$ cat src/rtl/wb_regfile_writer_pkg.sv
// Shared CPU types for the writeback port: register address width and the
// result-bundle layout used by the pipeline and the multi-cycle unit.
package wb_regfile_writer_pkg;

  localparam int REG_ADDR_W = 5;
  localparam int XLEN       = 32;

  typedef struct packed {
    logic                  valid;
    logic [REG_ADDR_W-1:0] rd;
    logic [XLEN-1:0]       data;
  } wb_req_t;

endpackage

$ cat src/rtl/wb_mc_fifo.sv
// Registered synchronous FIFO for multi-cycle results. The head only shows
// entries written on an earlier edge; there is no same-cycle bypass.
module wb_mc_fifo #(
  parameter int DEPTH = 2,
  parameter int W     = 37
) (
  input  logic                     clk,
  input  logic                     rst,
  input  logic                     push,
  input  logic [W-1:0]             push_data,
  input  logic                     pop,
  output logic [W-1:0]             head,
  output logic [$clog2(DEPTH):0]   count
);

  localparam int PW = $clog2(DEPTH);
  localparam int CW = PW + 1;

  logic [W-1:0]  mem [DEPTH];
  logic [PW-1:0] wr_ptr;
  logic [PW-1:0] rd_ptr;

  always_ff @(posedge clk) begin
    if (push) mem[wr_ptr] <= push_data;
  end

  // DEPTH is a power of two, so natural pointer overflow is the wrap.
  always_ff @(posedge clk) begin
    if (rst) begin
      wr_ptr <= '0;
      rd_ptr <= '0;
      count  <= '0;
    end else begin
      if (push) wr_ptr <= wr_ptr + PW'(1);
      if (pop)  rd_ptr <= rd_ptr + PW'(1);
      case ({push, pop})
        2'b10:   count <= count + CW'(1);
        2'b01:   count <= count - CW'(1);
        default: count <= count;
      endcase
    end
  end

  assign head = mem[rd_ptr];

endmodule

$ cat src/rtl/wb_regfile_writer.sv
// Sole driver of the regfile write port: pipeline writeback has priority,
// buffered multi-cycle results fill idle slots, and a pending scoreboard feeds ID.
module wb_regfile_writer
  import wb_regfile_writer_pkg::*;
#(
  parameter int MC_DEPTH = 2,
  parameter int DATA_W   = 32
) (
  input  logic              clk,
  input  logic              rst,
  input  logic              pipe_valid,
  input  logic [4:0]        pipe_rd,
  input  logic [DATA_W-1:0] pipe_data,
  input  logic              mc_issue,
  input  logic [4:0]        mc_issue_rd,
  input  logic              mc_done_valid,
  input  logic [4:0]        mc_done_rd,
  input  logic [DATA_W-1:0] mc_done_data,
  output logic              mc_done_ready,
  input  logic [4:0]        q_src_a,
  input  logic [4:0]        q_src_b,
  input  logic [4:0]        q_dest,
  output logic              a_pending,
  output logic              b_pending,
  output logic              d_pending,
  output logic              rf_load,
  output logic [4:0]        rf_dest,
  output logic [DATA_W-1:0] rf_data
);

  localparam int CW = $clog2(MC_DEPTH) + 1;
  localparam int EW = REG_ADDR_W + DATA_W;
  localparam logic [CW-1:0] DEPTH_C = CW'(MC_DEPTH);

  wb_req_t pipe_req;
  wb_req_t mc_req;

  logic [EW-1:0]         head;
  logic [CW-1:0]         count;
  logic [REG_ADDR_W-1:0] head_rd;
  logic [DATA_W-1:0]     head_data;
  logic                  pipe_wr;
  logic                  drain;
  logic                  push;
  logic [31:0]           pending;

  assign pipe_req = '{valid: pipe_valid, rd: pipe_rd, data: XLEN'(pipe_data)};
  assign mc_req   = '{valid: mc_done_valid, rd: mc_done_rd, data: XLEN'(mc_done_data)};

  assign head_rd   = head[DATA_W +: REG_ADDR_W];
  assign head_data = head[DATA_W-1:0];

  assign pipe_wr = pipe_req.valid && (pipe_req.rd != '0);
  assign drain   = !pipe_wr && (count != '0);

  // Results for x0 are accepted so the unit is not stalled, then discarded.
  assign mc_done_ready = (count < DEPTH_C) || drain;
  assign push          = mc_req.valid && mc_done_ready && (mc_req.rd != '0);

  wb_mc_fifo #(
    .DEPTH (MC_DEPTH),
    .W     (EW)
  ) u_fifo (
    .clk       (clk),
    .rst       (rst),
    .push      (push),
    .push_data ({mc_req.rd, DATA_W'(mc_req.data)}),
    .pop       (drain),
    .head      (head),
    .count     (count)
  );

  always_comb begin
    rf_load = 1'b0;
    rf_dest = '0;
    rf_data = '0;
    if (pipe_wr) begin
      rf_load = 1'b1;
      rf_dest = pipe_req.rd;
      rf_data = DATA_W'(pipe_req.data);
    end else if (drain) begin
      rf_load = 1'b1;
      rf_dest = head_rd;
      rf_data = head_data;
    end
  end

  // Set is applied after clear so a fresh issue to the draining register survives.
  always_ff @(posedge clk) begin
    if (rst) begin
      pending <= '0;
    end else begin
      if (drain) pending[head_rd] <= 1'b0;
      if (mc_issue && (mc_issue_rd != '0)) pending[mc_issue_rd] <= 1'b1;
    end
  end

  // The draining register reads as ready because the regfile forwards this write.
  assign a_pending = pending[q_src_a] && (q_src_a != '0) && !(drain && (rf_dest == q_src_a));
  assign b_pending = pending[q_src_b] && (q_src_b != '0) && !(drain && (rf_dest == q_src_b));
  assign d_pending = pending[q_dest]  && (q_dest  != '0) && !(drain && (rf_dest == q_dest));

  a_no_push_when_full: assert property (@(posedge clk) disable iff (rst)
    !(push && (count == DEPTH_C) && !drain));

  a_drain_was_pending: assert property (@(posedge clk) disable iff (rst)
    !(drain && !pending[head_rd]));

  a_no_waw_on_pending: assert property (@(posedge clk) disable iff (rst)
    !(pipe_wr && pending[pipe_req.rd]));

endmodule
$ cat config.mk
export PLATFORM = sky130hd
export DESIGN_NAME = wb_regfile_writer
export DESIGN_NICKNAME = d
export VERILOG_FILES = /design/src/rtl/wb_regfile_writer_pkg.sv /design/src/rtl/wb_mc_fifo.sv /design/src/rtl/wb_regfile_writer.sv
export SDC_FILE = /design/constraint.sdc
export NUM_CORES = 1
export LEC_CHECK = 0
export CAP_MARGIN = 20
export CORE_UTILIZATION = 36
export DETAILED_ROUTE_END_ITERATION = 12
export SYNTH_ARGS = -nofsm -noshare
export SYNTH_HDL_FRONTEND = slang
export SYNTH_HIERARCHICAL = 1
export SYNTH_SLANG_ARGS = --single-unit
export TNS_END_PERCENT = 10
$ cat constraint.sdc
create_clock -name clk -period 7.2 [get_ports clk]
set_input_delay 1.44 -clock clk [delete_from_list [all_inputs] [get_ports clk]]
set_output_delay 1.44 -clock clk [all_outputs]
set_load 0.02 [all_outputs]
==> impl_results.md, run 1 <==
- Final hold slack: 0.5103 ns
- H-tree Lvls: 3
- Ports: roughly 140
- CTS Sinks: 110
- Die height: ~130 um
- Post-CTS resize count: 0
- Clock buffer depth: 2
- Post-synthesis instance total: around 530
- P_leak: 2.612 nW
- Psw: ~630 uW
- DRC errors left: 0
- #FFs+latches synth: 110
- Relative slew margins: between 40% and 50%
- Width of the chip: around 130 um
- Row count: 45
- Setup TNS: 0 ns
- Clock Power Share: between 20 and 25%
- Top routing layer used: met4
- Port Buffers: 140
- Gr usage total: around a fifth
- Wirelength per Cell: ~17 um
- Register area share after synthesis: about half
- Final instance area: 7601 um^2
- Measured slew at the worst slew-check pin: 0.7526 ns
- Sequential power share: about two fifths
- Met3 routed WL: 813 um
- CP Data Arrival Time: between 4 and 5 ns
- EDFF count, synth: 74
- Starting Density: a little under two fifths
- DRT iter0 DRCs: 345
- Area Overhead vs Synth: 32.70%
- Syn_nets: approximately 630
- Vias in the first global route: between 4000 and 5000
- Kind of critical path: in -> out
- Antenna Nets Post-Route: 0
- Post-Syn Area: 5728 um^2
- Post-route minimum period: approximately 5.7 ns
- Post-route clock period utilization: slightly below 80%
- Area share of the largest cell type after synthesis: ~39%
- Dpl hpwl: between 10000 and 15000 um
- Full die area: around 16000 um^2
- Core ar.: 15370 um^2
- Final setup viols: 0
- Initial antenna violation count: 1
- Post-placement cell area: approximately 7300 um^2
- RSZ-0062 raised after global routing: false
- Nets: 751
- Area contributors post-synth: edfxtp_1, dfxtp_1, mux4_2
- Pins Over Slew Limit: 0
- Final Core Density: 49.45%
- Register area: around 3000 um^2
- Top FF cell, synth: edfxtp_1
- Worst-Skew Late Latency: ~0.35 ns
- Worst ir drop on vdd: 0.1500 mV
- CTS tree: yes
- DR pass1 iterations: 5
- Largest net degree at the start of global routing: 38
- Max Clock Skew: ~0.01 ns
- Synth area leader: edfxtp_1
- Maxcap violations: 0
- Fin. Hold Viols: 0
- Ys async rst share: 0%
- Crit path capture type: primary output
- Layout filler cell count: 1398
- Mean area per synthesized cell: ~11 um^2
- Hold Crit Class: reg -> reg
- Routed vias/inst: approximately 5.2
- CP required: about 5.8 ns
- Total power: approximately 1.9 mW
- Top-count cell post-synth: nand2_1
- Post-CTS setup buffer count: 0
- Clock Pin Slew Worst Setup and Hold Paths: about 0.07 ns
- R2R Setup Slk: about 5 ns
- Max Fclk: between 0.15 and 0.2 GHz
- Worst setup SP type: primary input
- Synth unique cells: 43
- Total CTS buffers: 9
- Power Dens Cells: roughly 250 nW/um^2
- Net Sw Frac: about a third
- Yosys warns: 6
- Wire length on met1: roughly 6500 um
- Area of the multi-input gates: 2618 um^2
- Status: complete, no violations
- Highest fanout seen on the critical path: 35
- DR WL met2: roughly 7400 um
- Final GP Congestion: ~0.87
- CTS root buffer: clkbuf_16
- Vias: about 4500
- Logic gate share of total power: a little over a third
- Layout cells sized above 1: between 10% and 20%
- Hold-fix buffers at CTS: 0
- Post-synth top cells: nand2_1, edfxtp_1, mux2_2, o21ai_0, dfxtp_1
- DRT Wirelength: 15100 um
- First-pass GRT wire length: approximately 23000 um
- Overflow after GRT: 0
- Internal power: ~1.3 mW
==> cells in the final DEF (no fill, tap or decap), types with 3 or more instances in the layout <==
cell type | synthesis | routed
buf_4 | 1 | 6
mux4_2 | 23 | 23
o22ai_1 | 3 | 3
a21oi_1 | 35 | 35
mux2_2 | 41 | 41
inv_1 | 5 | 5
xnor2_1 | 11 | 11
clkbuf_16 | 0 | 9
edfxtp_1 | 74 | 74
clkdlybuf4s50_1 | 0 | 140
nand2b_1 | 5 | 5
xor2_1 | 4 | 4
a211oi_1 | 3 | 3
nor4_1 | 3 | 3
nor2_1 | 16 | 15
o21ai_0 | 39 | 39
dfxtp_1 | 36 | 36
mux2i_1 | 4 | 4
o41ai_1 | 7 | 7
nor2b_1 | 8 | 8
nand3_1 | 34 | 34
nand2_1 | 119 | 119
==> through the flow <==
stage                     setup slack, ns  instances
after floorplan                     2.470        526
after global placement              1.517        850
after detailed placement            1.487        850
after CTS                           1.469        866
after global routing                1.267        869
final                               1.488        869
==> sequential cells by signal (all words and copies together), names as in the netlist, named ones only <==
| name | cells |
|---|---|
| pending | 31 |
| u_fifo/count | 2 |
| u_fifo/mem | 74 |
| u_fifo/rd_ptr | 1 |
| u_fifo/wr_ptr | 1 |
==> area by class of cell <==
type,count,share of cell area (%)
inverter,5,0.2469
tap,211,3.473
sequential,110,38.72
clock buffer,12,3.374
timing repair buffer,147,19.29
clock inverter,4,0.3951
antenna,2,0.06584
multi-input combinational,378,34.44
==> worst paths after layout <==
path            endpoint  cells after the start       start
max            a_pending                      9  pipe_rd[2]
min           pending[6]                      2  pending[6]
max reg2reg  pending[24]                      6        flop
min reg2reg   pending[6]                      2  pending[6]
==> critical path, cell delays in order <==
cell	delay (ns)
clkdlybuf4s50_1	0.50
or3_4	0.44
o31ai_4	0.20
buf_4	0.41
and3_1	0.29
nand2_1	0.07
nor4_1	0.22
o22ai_1	0.14
clkdlybuf4s50_1	0.56
==> cells by family (layout without fill, tap and decap cells) <==
group	count (synthesis)	in the layout	share of synthesized area [%]
XOR/XNOR	15	15	2.293
other	0	2	0
AND/OR/NAND/NOR	198	198	15.27
buffers and inverters	38	168	3.058
flip-flops	110	110	51.38
AO/OA/AOI/OAI	96	96	9.983
adder cells (fa/ha/maj)	1	1	0.2184
multiplexers	68	68	17.80
==> metal layers <==
layer / track usage, % / up-vias
met3: 3.422 / 18
li1: - / 2183
met5: 0 / -
met2: 32.64 / 156
met1: 23.34 / 2162
met4: 8.374 / 0
==> power groups by stage <==
stage	clock, mW	sequential, mW	combinational, mW
finish	0.477	0.765	0.688
global route	0.510	0.771	0.740
CTS	0.489	0.766	0.692
detailed placement	0	0.780	0.689
global placement	0	0.777	0.687
floorplan	0	0.773	0.432
(Power assumes the default switching activity.)
==> inputs of run 2 (changes only) <==
==> constraint.sdc (replaced) <==
create_clock -name clk -period 5.8 [get_ports clk]
set_input_delay 1.16 -clock clk [delete_from_list [all_inputs] [get_ports clk]]
set_output_delay 1.16 -clock clk [all_outputs]
set_load 0.02 [all_outputs]
==> run 2 against run 1 <==
Cell count did not move. Count of clock-buffer cells in the layout is 2 lower. Setup slack lost 0.71 ns. Global-route usage rose by 0.73 points. Utilization grew 0.098 points. First-iteration DRC count increased by 0.58%. Non-clock buffer count unchanged. Via count rose by 1.3%. Critical endpoint is now b_pending. Sequential share of layout area fell by 0.076 points. Critical path depth shrank 1. Sequential power grew 24%.
==> impl_results.md, run 2 (synthesized netlist as in run 1, its figures left out) <==
- Most frequent cells in the layout: clkdlybuf4s50_1, nand2_1, edfxtp_1
- Post-route minimum period: 5.024 ns
- Max reg flops: 74 (unchanged)
- Clock Pin Slew Worst Setup and Hold Paths: 0.07 ns (about the same)
- P_leak: 2.610 nW (about the same)
- RSZ-0062 raised after global routing: false
- Most flops, register: u_fifo/mem
- Row count: 45 (unchanged)
- Area Overhead vs Synth: 32.96%
- Port Buffers: 140 (unchanged)
- Crit path capture type: primary output
- Biggest regs: u_fifo/mem (74), pending (31), u_fifo/count (2)
- Max Clock Skew: 0.01215 ns (+0.002327 ns)
- Measured slew at the worst slew-check pin: 0.7689 ns (+0.01622 ns)
- Initial antenna violation count: 2 (+1)
- Status: complete, no violations
- Vias in the first global route: 4652 (+3.8%)
- Starting Density: 37.26% (unchanged)
- Worst-Skew Late Latency: 0.35 ns (about the same)
- Post-route clock period utilization: between 80 and 90%
- Hold Crit Class: reg -> reg
- Final Core Density: 49.55% (+0.098 points)
- Clock buffer depth: 2 (unchanged)
- DRT Wirelength: 15510 um (+2.7%)
- Hold-fix buffers at CTS: 0 (unchanged)
- Nets: 751 (unchanged)
- Wirelength per Cell: 17.84 um (+2.7%)
- Final GP Congestion: 0.8633 (-0.90%)
- Highest fanout seen on the critical path: 6 (-83%)
- Setup TNS: 0 ns (unchanged)
- Width of the chip: 128.1 um (unchanged)
- DRT iter0 DRCs: 347 (+0.58%)
- Final instance area: 7616 um^2 (+0.20%)
- Routed vias/inst: 5.267 (+1.3%)
- DRC errors left: 0 (unchanged)
- Die height: 128.1 um (unchanged)
- Core ar.: 15370 um^2 (unchanged)
- Worst ir drop on vdd: 0.2188 mV (+46%)
- Maxcap violations: 0 (unchanged)
- Relative slew margins: 48.74% (-0.98 points)
- Sequential power share: 39.3% (-0.3 points)
- Layout cells sized above 1: 14.33% (+0.15 points)
- Internal power: 1.619 mW (+24%)
- CTS Sinks: 110 (unchanged)
- Dpl hpwl: 11480 um (+4.7%)
- Fin. Hold Viols: 0 (unchanged)
- Final worst slack: 0.7761 ns (-0.7121 ns)
- Psw: 794.9 uW (+27%)
- CP required: 4.64 ns (-1.12 ns)
- Antenna Nets Post-Route: 0 (unchanged)
- Clock Power Share: 25.4% (+0.7 points)
- Overflow after GRT: 0 (unchanged)
- Cell count after placement: 851 (+0.12%)
- Total CTS buffers: 9 (unchanged)
- Post-CTS setup buffer count: 0 (unchanged)
- Logic gate share of total power: 35.3% (-0.4 points)
- DR pass1 iterations: 5 (unchanged)
- Post-CTS resize count: 0 (unchanged)
- CP Data Arrival Time: 3.86 ns (-0.41 ns)
- Ports: 141 (unchanged)
- Worst setup SP type: primary input
- Final setup viols: 0 (unchanged)
- Vias: 4577 (+1.3%)
- Power Dens Cells: 317.0 nW/um^2 (+25%)
- Non-Filler Instances: 869 (unchanged)
- Post-placement cell area: 7310 um^2 (+0.27%)
- CTS root buffer: clkbuf_16
- Pre-CTS WS: 0.7808 ns (-0.7063 ns)
- Kind of critical path: in -> out
- CTS tree: yes
- Net Sw Frac: 32.93% (+0.37 points)
- Max Fclk: 0.1991 GHz
- Gr usage total: 19.73% (+0.73 points)
- First-pass GRT wire length: 24610 um (+4.8%)
- Most common cell after layout, fill and taps aside: clkdlybuf4s50_1
- Largest net degree at the start of global routing: 38 (unchanged)
- Pins Over Slew Limit: 0 (unchanged)
- H-tree Lvls: 3 (unchanged)
- Full die area: 16420 um^2 (unchanged)
-- run 2: cell types whose count changed in the layout (fill, tap and decap cells not counted), sizes merged --
cell and change:
clkinvlp +2, clkinv -1, inv +1, clkbuf -2
-- run 2: cell type report --
type,count,area [um^2]
diodes,2,5.005
clock inverters,6,51.30
fillers,1393,7755
clock buffers,10,250.2
multi-input cells,378,2618
flip-flops and latches,110,2943
well taps,211,264.0
repair buffers,147,1466
inverters,5,18.77
-- run 2: worst paths after layout --
kind         slack, ns  cells past startpoint           to   startpoint
max               0.78                      8    b_pending   pipe_rd[4]
min               0.52                      2  pending[25]  pending[25]
min reg2reg       0.52                      2  pending[25]  pending[25]
max reg2reg       3.60                      6  pending[26]         flop
-- run 2: power by group through the flow --
stage / Combinational [mW] / Clock [mW] / Sequential, mW
after floorplan: 0.537 / 0 / 0.959
after global placement: 0.858 / 0 / 0.963
after detailed placement: 0.859 / 0 / 0.967
after CTS: 0.863 / 0.622 / 0.950
after global routing: 0.919 / 0.652 / 0.958
final: 0.852 / 0.613 / 0.949
-- run 2: worst max-delay path: stages --
cell and delay [ns]:
clkdlybuf4s50_1 0.54, o41ai_1 0.40, nand2_1 0.11, o21ai_0 0.45, xor2_1 0.16, o41ai_1 0.35, o22ai_1 0.14, clkdlybuf4s50_1 0.56
-- run 2: layer usage --
metal	vias up	routed length [um]	track usage (%)	part of all wire [%]
met5	-	0	0	0
met4	0	263	7.612	1.7
li1	2184	-	-	-
met3	18	929	3.756	6.0
met2	171	7779	34.24	50
met1	2204	6535	24.24	42
-- run 2: per-stage QoR --
| step | hold WS, ns | power (mW) |
|---|---|---|
| 2_1_floorplan | 0.4701 | 1.496 |
| 3_3_place_gp | 0.4904 | 1.821 |
| 3_5_place_dp | 0.5065 | 1.826 |
| 4_1_cts | 0.5200 | 2.435 |
| 5_1_grt | 0.5358 | 2.529 |
| 6_report | 0.5183 | 2.414 |
